`src/rtl/header_stripper_if.sv`:
```
// header_stripper_if: AXI-Stream style beat bundle shared by the input, payload and metadata streams.
interface header_stripper_if #(parameter int DW = 128);
  logic [DW-1:0] tdata;
  logic tvalid;
  logic tready;
  logic tlast;
  modport master (output tdata, tvalid, tlast, input tready);
  modport slave (input tdata, tvalid, tlast, output tready);
endinterface

```
`src/rtl/header_stripper.sv`:
```
// header_stripper: splits framed stream into payload and metadata, checks trailer sequence and framing.
module header_stripper #(
  parameter int DW = 128,
  parameter int META_DATA_LENGTH = 1
) (
  input  logic clk,
  input  logic resetn,
  input  logic [31:0] FRAME_SIZE,
  input  logic [31:0] PACKET_SIZE,
  header_stripper_if.slave  axis_in,
  header_stripper_if.master axis_out,
  header_stripper_if.master axis_out_meta,
  output logic [DW-1:0] frame_count,
  output logic frame_count_valid,
  output logic err_early_last,
  output logic err_missing_last,
  output logic err_seq,
  output logic [31:0] frames_ok
);
  typedef enum logic [1:0] {DATA, META, TRAILER, RESYNC} state_t;
  localparam logic [7:0] ML = 8'(META_DATA_LENGTH);
  state_t state, state_n;
  logic [31:0] dcnt, dcnt_n, d_last;
  logic [7:0] mcnt, mcnt_n;
  logic [DW-1:0] exp_q;
  logic armed, sel_d, sel_m, rdy, acc, early, trl, seq_bad;
  assign d_last = (PACKET_SIZE == 32'd0) ? 32'd0 : FRAME_SIZE / PACKET_SIZE;
  assign sel_d = resetn && state == DATA;
  assign sel_m = resetn && state == META;
  // Trailer and resync beats are always consumed; reset holds the input stalled.
  assign rdy = !resetn ? 1'b0 : sel_d ? axis_out.tready : sel_m ? axis_out_meta.tready : 1'b1;
  assign acc = axis_in.tvalid && rdy;
  assign axis_in.tready = rdy;
  assign axis_out.tdata = sel_d ? axis_in.tdata : '0;
  assign axis_out.tvalid = sel_d && axis_in.tvalid;
  assign axis_out.tlast = sel_d && axis_in.tvalid && (axis_in.tlast || dcnt == d_last);
  assign axis_out_meta.tdata = sel_m ? axis_in.tdata : '0;
  assign axis_out_meta.tvalid = sel_m && axis_in.tvalid;
  assign axis_out_meta.tlast = 1'b0;
  assign trl = acc && state == TRAILER;
  assign seq_bad = trl && armed && axis_in.tdata != exp_q + DW'(1);
  always_comb begin
    state_n = state;
    dcnt_n = dcnt;
    mcnt_n = mcnt;
    early = 1'b0;
    case (state)
      DATA: if (acc) begin
        early = axis_in.tlast;
        dcnt_n = (axis_in.tlast || dcnt == d_last) ? 32'd0 : dcnt + 32'd1;
        state_n = axis_in.tlast ? DATA : dcnt == d_last ? META : DATA;
      end
      META: if (acc) begin
        early = axis_in.tlast;
        dcnt_n = 32'd0;
        mcnt_n = (axis_in.tlast || mcnt == ML) ? 8'd0 : mcnt + 8'd1;
        state_n = axis_in.tlast ? DATA : mcnt == ML ? TRAILER : META;
      end
      TRAILER: if (acc) state_n = axis_in.tlast ? DATA : RESYNC;
      RESYNC: if (acc && axis_in.tlast) state_n = DATA;
      default: state_n = DATA;
    endcase
  end
  always_ff @(posedge clk or negedge resetn) begin
    if (!resetn) begin
      state <= DATA;
      dcnt <= '0;
      mcnt <= '0;
      exp_q <= '0;
      armed <= 1'b0;
      frame_count <= '0;
      frame_count_valid <= 1'b0;
      err_early_last <= 1'b0;
      err_missing_last <= 1'b0;
      err_seq <= 1'b0;
      frames_ok <= '0;
    end else begin
      state <= state_n;
      dcnt <= dcnt_n;
      mcnt <= mcnt_n;
      frame_count_valid <= trl;
      err_early_last <= early;
      err_missing_last <= trl && !axis_in.tlast;
      err_seq <= seq_bad;
      if (trl) begin
        frame_count <= axis_in.tdata;
        exp_q <= axis_in.tdata;
        armed <= 1'b1;
      end
      if (trl && axis_in.tlast && !seq_bad) frames_ok <= frames_ok + 32'd1;
    end
  end
endmodule

```
`src/flat_wrapper.sv`:
```
// flat-port wrapper written by rule: the top's interface ports become plain ports
module header_stripper_flat 
#(
  parameter int DW = 128,
  parameter int META_DATA_LENGTH = 1
)
  (clk, resetn, FRAME_SIZE, PACKET_SIZE, frame_count, frame_count_valid, err_early_last, err_missing_last, err_seq, frames_ok, axis_in_tdata, axis_in_tvalid, axis_in_tlast, axis_in_tready, axis_out_tdata, axis_out_tvalid, axis_out_tlast, axis_out_tready, axis_out_meta_tdata, axis_out_meta_tvalid, axis_out_meta_tlast, axis_out_meta_tready);
  header_stripper_if #(.DW(DW)) axis_in_i ();
  header_stripper_if #(.DW(DW)) axis_out_i ();
  header_stripper_if #(.DW(DW)) axis_out_meta_i ();
  input  logic clk;
  input  logic resetn;
  input  logic [31:0] FRAME_SIZE;
  input  logic [31:0] PACKET_SIZE;
  output logic [DW-1:0] frame_count;
  output logic frame_count_valid;
  output logic err_early_last;
  output logic err_missing_last;
  output logic err_seq;
  output logic [31:0] frames_ok;
  input wire logic [$bits(axis_in_i.tdata)-1:0] axis_in_tdata;
  input wire logic [$bits(axis_in_i.tvalid)-1:0] axis_in_tvalid;
  input wire logic [$bits(axis_in_i.tlast)-1:0] axis_in_tlast;
  output wire logic [$bits(axis_in_i.tready)-1:0] axis_in_tready;
  output wire logic [$bits(axis_out_i.tdata)-1:0] axis_out_tdata;
  output wire logic [$bits(axis_out_i.tvalid)-1:0] axis_out_tvalid;
  output wire logic [$bits(axis_out_i.tlast)-1:0] axis_out_tlast;
  input wire logic [$bits(axis_out_i.tready)-1:0] axis_out_tready;
  output wire logic [$bits(axis_out_meta_i.tdata)-1:0] axis_out_meta_tdata;
  output wire logic [$bits(axis_out_meta_i.tvalid)-1:0] axis_out_meta_tvalid;
  output wire logic [$bits(axis_out_meta_i.tlast)-1:0] axis_out_meta_tlast;
  input wire logic [$bits(axis_out_meta_i.tready)-1:0] axis_out_meta_tready;
  assign axis_in_i.tdata = axis_in_tdata;
  assign axis_in_i.tvalid = axis_in_tvalid;
  assign axis_in_i.tlast = axis_in_tlast;
  assign axis_in_tready = axis_in_i.tready;
  assign axis_out_tdata = axis_out_i.tdata;
  assign axis_out_tvalid = axis_out_i.tvalid;
  assign axis_out_tlast = axis_out_i.tlast;
  assign axis_out_i.tready = axis_out_tready;
  assign axis_out_meta_tdata = axis_out_meta_i.tdata;
  assign axis_out_meta_tvalid = axis_out_meta_i.tvalid;
  assign axis_out_meta_tlast = axis_out_meta_i.tlast;
  assign axis_out_meta_i.tready = axis_out_meta_tready;
  header_stripper #(.DW(DW), .META_DATA_LENGTH(META_DATA_LENGTH)) u_core (.clk(clk), .resetn(resetn), .FRAME_SIZE(FRAME_SIZE), .PACKET_SIZE(PACKET_SIZE), .axis_in(axis_in_i), .axis_out(axis_out_i), .axis_out_meta(axis_out_meta_i), .frame_count(frame_count), .frame_count_valid(frame_count_valid), .err_early_last(err_early_last), .err_missing_last(err_missing_last), .err_seq(err_seq), .frames_ok(frames_ok));
endmodule
```
`config.mk`:
```
export PLATFORM = sky130hd
export DESIGN_NAME = header_stripper_flat
export DESIGN_NICKNAME = d
export VERILOG_FILES = /design/src/rtl/header_stripper_if.sv /design/src/rtl/header_stripper.sv /design/src/flat_wrapper.sv
export SDC_FILE = /design/constraint.sdc
export NUM_CORES = 2
export LEC_CHECK = 0
export ABC_CLOCK_PERIOD_IN_PS = 173600
export CAP_MARGIN = 20
export CORE_ASPECT_RATIO = 1.75
export CORE_MARGIN = 2
export CORE_UTILIZATION = 40
export DETAILED_ROUTE_END_ITERATION = 8
export PLACE_DENSITY = 0.71
export SLEW_MARGIN = 0
export SYNTH_ARGS = -nofsm -noshare
export SYNTH_HDL_FRONTEND = slang
export SYNTH_SLANG_ARGS = --single-unit
```
`constraint.sdc`:
```
create_clock -name clk -period 173.6 [get_ports clk]
set_input_delay 17.36 -clock clk [delete_from_list [all_inputs] [get_ports clk]]
set_output_delay 17.36 -clock clk [all_outputs]
set_load 0.005 [all_outputs]
```
# == Word-level counts from Yosys, hierarchy flattened ==
# Index checks and enable logic that the tools add are counted.
# totals
register_bits,207
latch_bits,0
ramBits,0
romBits,0
n_memories,0
# classes
n_addsub,4
n_mul,0
n_div,1
n_lt_le_gt_ge,0
n_eq_ne,10
shift,0
n_mux,23
bitwise,0
reduce_logical,24
# op_table
operator,count
128-bit 2-to-1 mux,2
"128-bit by 1-bit adder with 128-bit output, second input constant",1
32-bit 2-to-1 mux,4
128-bit != test,1
"32-bit by 1-bit adder with 32-bit output, second input constant",2
32-bit case mux with 2 select lines,1
32-bit by 32-bit divider with 32-bit output,1
32-bit == test,1
32-bit logical NOT,1
2-bit 2-to-1 mux,8
1-bit logical AND,13
"8-bit by 1-bit adder with 8-bit output, second input constant",1
"8-bit by 1-bit == test with 1-bit output, second input constant",1
8-bit 2-to-1 mux,1
"2-bit by 1-bit != test with 1-bit output, second input constant",4
2-bit case mux with 4 select lines,1
1-bit 2-to-1 mux,6
"2-bit == test, second input constant",2
4-bit AND reduction,1
3-bit AND reduction,1
"2-bit by 1-bit == test with 1-bit output, second input constant",1
1-bit logical NOT,2
2-bit logical NOT,1
1-bit logical OR,2
3 further kinds,3

# == Depth between registers and ports, before layout ==
# logic_depth
depth_word,11
mapped_depth,340

# == Worst setup path before layout ==
# Ideal clock, no wire load.
# synth_path
path_type,input -> output
start,in PACKET_SIZE[12]
end,out axis_out_tlast
arrival_time_ns,87.746
t_required_ns,156.240
setup_slack_ns,68.494
stages,303
n_path_buf,43
path_cell_list,nor4_4 -> nand4_1 -> nor4_1 -> a21o_1 -> inv_1 -> ha_1 -> o21a_1 -> o2111ai_1 -> nor3_1 -> o21ai_0 -> ha_1 -> o221ai_1 -> nor4_2 -> mux2_2 -> ha_1 -> o211ai_1 -> a2111oi_0 -> or2_2 -> (+267 left out) -> clkbuf_1 -> clkbuf_1 -> clkbuf_1 -> a31oi_1 -> ha_1 -> a21o_1 -> a21o_1 -> a21oi_1 -> o21ai_0 -> mux2i_1 -> a2111oi_0 -> and3_1 -> nand4_1 -> and4b_1 -> nand3_1 -> nor3_1 -> nor4b_1 -> o21a_1
# synth_via
elab_chain_cells,5
word_cells_on_any_way,6
cone_classes,div: 1; eq/ne: 1; mux: 1; reduce/logical: 3
# synth_rtl
item,line_no,text
start: declaration,flat_wrapper.sv:14,input logic [31:0] PACKET_SIZE;
32-bit by 32-bit divider with 32-bit output / 32-bit logical NOT (equally long branches),header_stripper.sv:27,assign d_last = (PACKET_SIZE == 32'd0) ? 32'd0 : FRAME_SIZE / PACKET_SIZE;
32-bit 2-to-1 mux *,header_stripper.sv:27,
32-bit == test *,header_stripper.sv:36,assign axis_out.tlast = sel_d && axis_in.tvalid && (axis_in.tlast || dcnt == d_last);
1-bit logical OR *,header_stripper.sv:36,
1-bit logical AND *,header_stripper.sv:36,
end: declaration,flat_wrapper.sv:27,output wire logic [$bits(axis_out_i.tlast)-1:0] axis_out_tlast;
# Mark *: on every way between the ends. The rest lies on a longest branch, timed or not.

# == Worst setup path in the final report ==
# layout_path
start,in PACKET_SIZE[13]
end,out axis_out_tlast
# The elaborated chain is that of the path after synthesis.

==> reports/metrics.cfg <==
[placed_design]
placed_cell_areas_mm2=0.0531
hpwlAfterDp_um=197000
gp_weighted_congestion=1.07
buffer_ports.inserted=621
post-place-cells=8368

[clock_network]
tritoncts=done
post_cts_resized=0
clk_pin_slew_worst_paths_ps=60
cts-root-to-sink-buffers=3
cts_htree_levels=1
post-cts-setup-buffers=0
clock_sink_count=207
tritoncts_buffer_count=23
cts_hold_repair.buffers=0
master_cell_of_the_clock_root_buffer=sky130_fd_sc_hd__clkbuf_16
clock_insertion_delay_worst_skew_ps=610

[routing]
detail_route.vias_per_cell=6.36
drc_errors=0
avgRoutedWirePerCell_um=29.4
first_iter_violations=3986
detail-route-antenna-nets=0
route.final.wire_length_um=247000
dr.pass1.iters=8
vias=53600

[cells_and_area]
syn_to_final_growth_pct=19.3
final_core_util_pct=48.0
post_layout_nonfiller_instances=8425
layout.filler_cells=11500
drive_above_1_share_pct=5.31
post-route-cell-area_mm2=0.0540
design.final.nets=7647

[setup_path]
critical-path-slowest-cell=sky130_fd_sc_hd__nor2_1
worstSetupStartpointType=input port
r2r_setup_slack_ps=166560
worstRegToRegCells=16
crit_path_frequent_cell=sky130_fd_sc_hd__ha_1
r2r_start=u_core.frame_count[23]$_DFFE_PN0P_
critical_path.endpoint_type=output pin
critical_path.max_fanout=53
critical-path-max-stage-delay_ps=960
cp_data_arrival_time_ps=105180
worstPathRequired_ps=156240
crit-reg2reg-capture=u_core.frames_ok[21]$_DFFE_PN0P_
timing_worst_setup_path_type=in -> out

[synth]
synth-warning-count=0
synth_register_bits=207
async_reset_ff_share_pct=100
synth.area.top_cells=sky130_fd_sc_hd__ha_1 15%, sky130_fd_sc_hd__dfrtp_1 11%, sky130_fd_sc_hd__nand2_1 7.8%
predominant_post_synthesis_flop_cell=sky130_fd_sc_hd__dfrtp_1
synth_fp_nets=7151
number_of_enable_type_register_cells_in_the_synthesized_netlist=0
synth.cell_area_mm2=0.0452
synth_top_area_share_pct=14.8
syn-instance-count=6419
syn_area_per_cell_um2=7.05
post_synthesis_sequential_area_ratio_pct=11.5
netlist-cell-type-count=104
yosys.area.top_type=sky130_fd_sc_hd__ha_1

[timing]
finalClockSkew_ps=38.2
final.hold.worst_slack_ps=489
fin_setup_tns_ps=0
fin_crit_sh_pct=70.6
fmax_mhz=8.16
period_minus_slack_ps=122540
finalHoldViolCount=0
setup_violations=0
timing_max_transition_violations_final=0
tightest_slew_ps=1310
rsz_0062_raised_after_global_routing=no
max_slew_margin_pct=11.8

[pwr]
max-vdd-ir-drop_v=0.00000663
power.leakage_nw=23.5
power_density_mw_per_mm2=5.30

[worst_hold_path]
worstHoldPathCells=1
holdPathEnd=u_core.mcnt[7]$_DFFE_PN0P_
hold_path.class=reg -> reg
min-delay-start=u_core.mcnt[7]$_DFFE_PN0P_

[floorplan]
die-area_mm2=0.116
design.portCount=623
core_mm2=0.112
rows=163
chipWidth_um=258
start_util_pct=40.3
die_height_um=449

[global_route]
grt_pass1_wl_um=350000
grt_max_degree=91
grt_overflow_total=0
antenna_found_initial=14
grt.total_usage_pct=41.0
first_global_vias=52800

[status]
status=finished, final reports clean

[flow_run]
drv_cap=0

-- cells in the final DEF (no fill, tap or decap), drive strengths merged, types with 96 or more instances in the layout --
cell type and n:
nand3 197, a31oi 96, and3 111, a21oi 380
o21ai 349, and2 307, nor3 210, dfrtp 207
ha 534, nor2 525, nand2 938, inv 214
xor2 220, o21a 146, nand4 108, a21o 151
xnor2 329, clkdlybuf4s50 620, buf 99
-- flip-flops by register name, summed over array words and instances, names as in the netlist --
name                      flops
u_core.frames_ok             32
u_core.frame_count_valid      1
u_core.armed                  1
u_core.err_early_last         1
u_core.mcnt                   8
u_core.err_seq                1
u_core.err_missing_last       1
u_core.frame_count          128
u_core.state                  2
u_core.dcnt                  32
-- metal layers --
layer  wire [µm]  vias up  global-route usage (%)
li1            -    24500                       -
met1       75300    25000                    35.9
met2      122000     2798                    74.6
met3       15400     1267                    6.95
met4       34200       12                    45.7
met5          79        -                       0
-- final cells by class --
class / instances / area [µm²] / share of cell area, %
antenna: 9 / 22.5 / 0.0417
clock buffer: 28 / 614 / 1.14
clock inverter: 13 / 155 / 0.287
inverter: 213 / 802 / 1.49
multi-input combinational: 5747 / 38300 / 71.1
sequential: 207 / 5180 / 9.60
tap: 1485 / 1860 / 3.44
timing repair buffer: 723 / 6990 / 13.0
-- through the flow --
stage | setup slack [ps] | total power [mW]
3_3_place_gp | 53770 | 0.226
4_1_cts | 52660 | 0.282
5_1_grt | 45980 | 0.300
2_1_floorplan | 68490 | 0.162
3_5_place_dp | 53050 | 0.227
6_report | 51060 | 0.286
-- Yosys cell counts (106+ instances only) --
cell                       count
sky130_fd_sc_hd__o21a_1      146
sky130_fd_sc_hd__clkbuf_1    204
sky130_fd_sc_hd__xnor2_1     328
sky130_fd_sc_hd__nor2_1      524
sky130_fd_sc_hd__xor2_1      220
sky130_fd_sc_hd__inv_1       213
sky130_fd_sc_hd__a21o_1      151
sky130_fd_sc_hd__o21ai_0     333
sky130_fd_sc_hd__nand4_1     106
sky130_fd_sc_hd__nor3_1      208
sky130_fd_sc_hd__and3_1      109
sky130_fd_sc_hd__nand3_1     191
sky130_fd_sc_hd__nand2_1     936
sky130_fd_sc_hd__ha_1        534
sky130_fd_sc_hd__dfrtp_1     207
sky130_fd_sc_hd__and2_1      306
sky130_fd_sc_hd__a21oi_1     380
-- cells by family (layout without fill, tap and decap cells) --
logic type / after synthesis / in the layout / share of synthesized area [%]
xor+xnor: 549 / 549 / 10.6
simple gates: 2830 / 2830 / 30.9
other cells: 1 / 10 / 0.00829
flops: 207 / 207 / 11.5
mux: 118 / 118 / 2.81
fa+ha+maj: 534 / 534 / 14.8
compound gates: 1715 / 1715 / 25.4
buf+inv: 465 / 977 / 3.97
-- worst max-delay path by stage --
stage                    startpoint  cells after the start              to  slack, ps
floorplan           PACKET_SIZE[12]                    303  axis_out_tlast      68490
global placement    PACKET_SIZE[31]                    283  axis_out_tlast      53770
detailed placement  PACKET_SIZE[31]                    291  axis_out_tlast      53050
CTS                 PACKET_SIZE[31]                    291  axis_out_tlast      52660
global route        PACKET_SIZE[13]                    289  axis_out_tlast      45980
finish              PACKET_SIZE[13]                    289  axis_out_tlast      51060
-- report_power, final --
group | internal [mW] | leakage [nW] | switching [mW] | total (mW)
logic | 0.0686 | 20.4 | 0.101 | 0.169
registers | 0.0521 | 2.76 | 0.00998 | 0.0620
clock network | 0.0287 | 0.374 | 0.0257 | 0.0543
-- critical path: cells and delay by family --
kind,cells,cell delay (ps)
AOI/OAI and AO/OA,152,45980
and+or+nand+nor,78,22010
adders and majority gates,31,10560
muxes,8,3050
buffers and inverters,20,6010
Power figures use the tool's default switching activity.
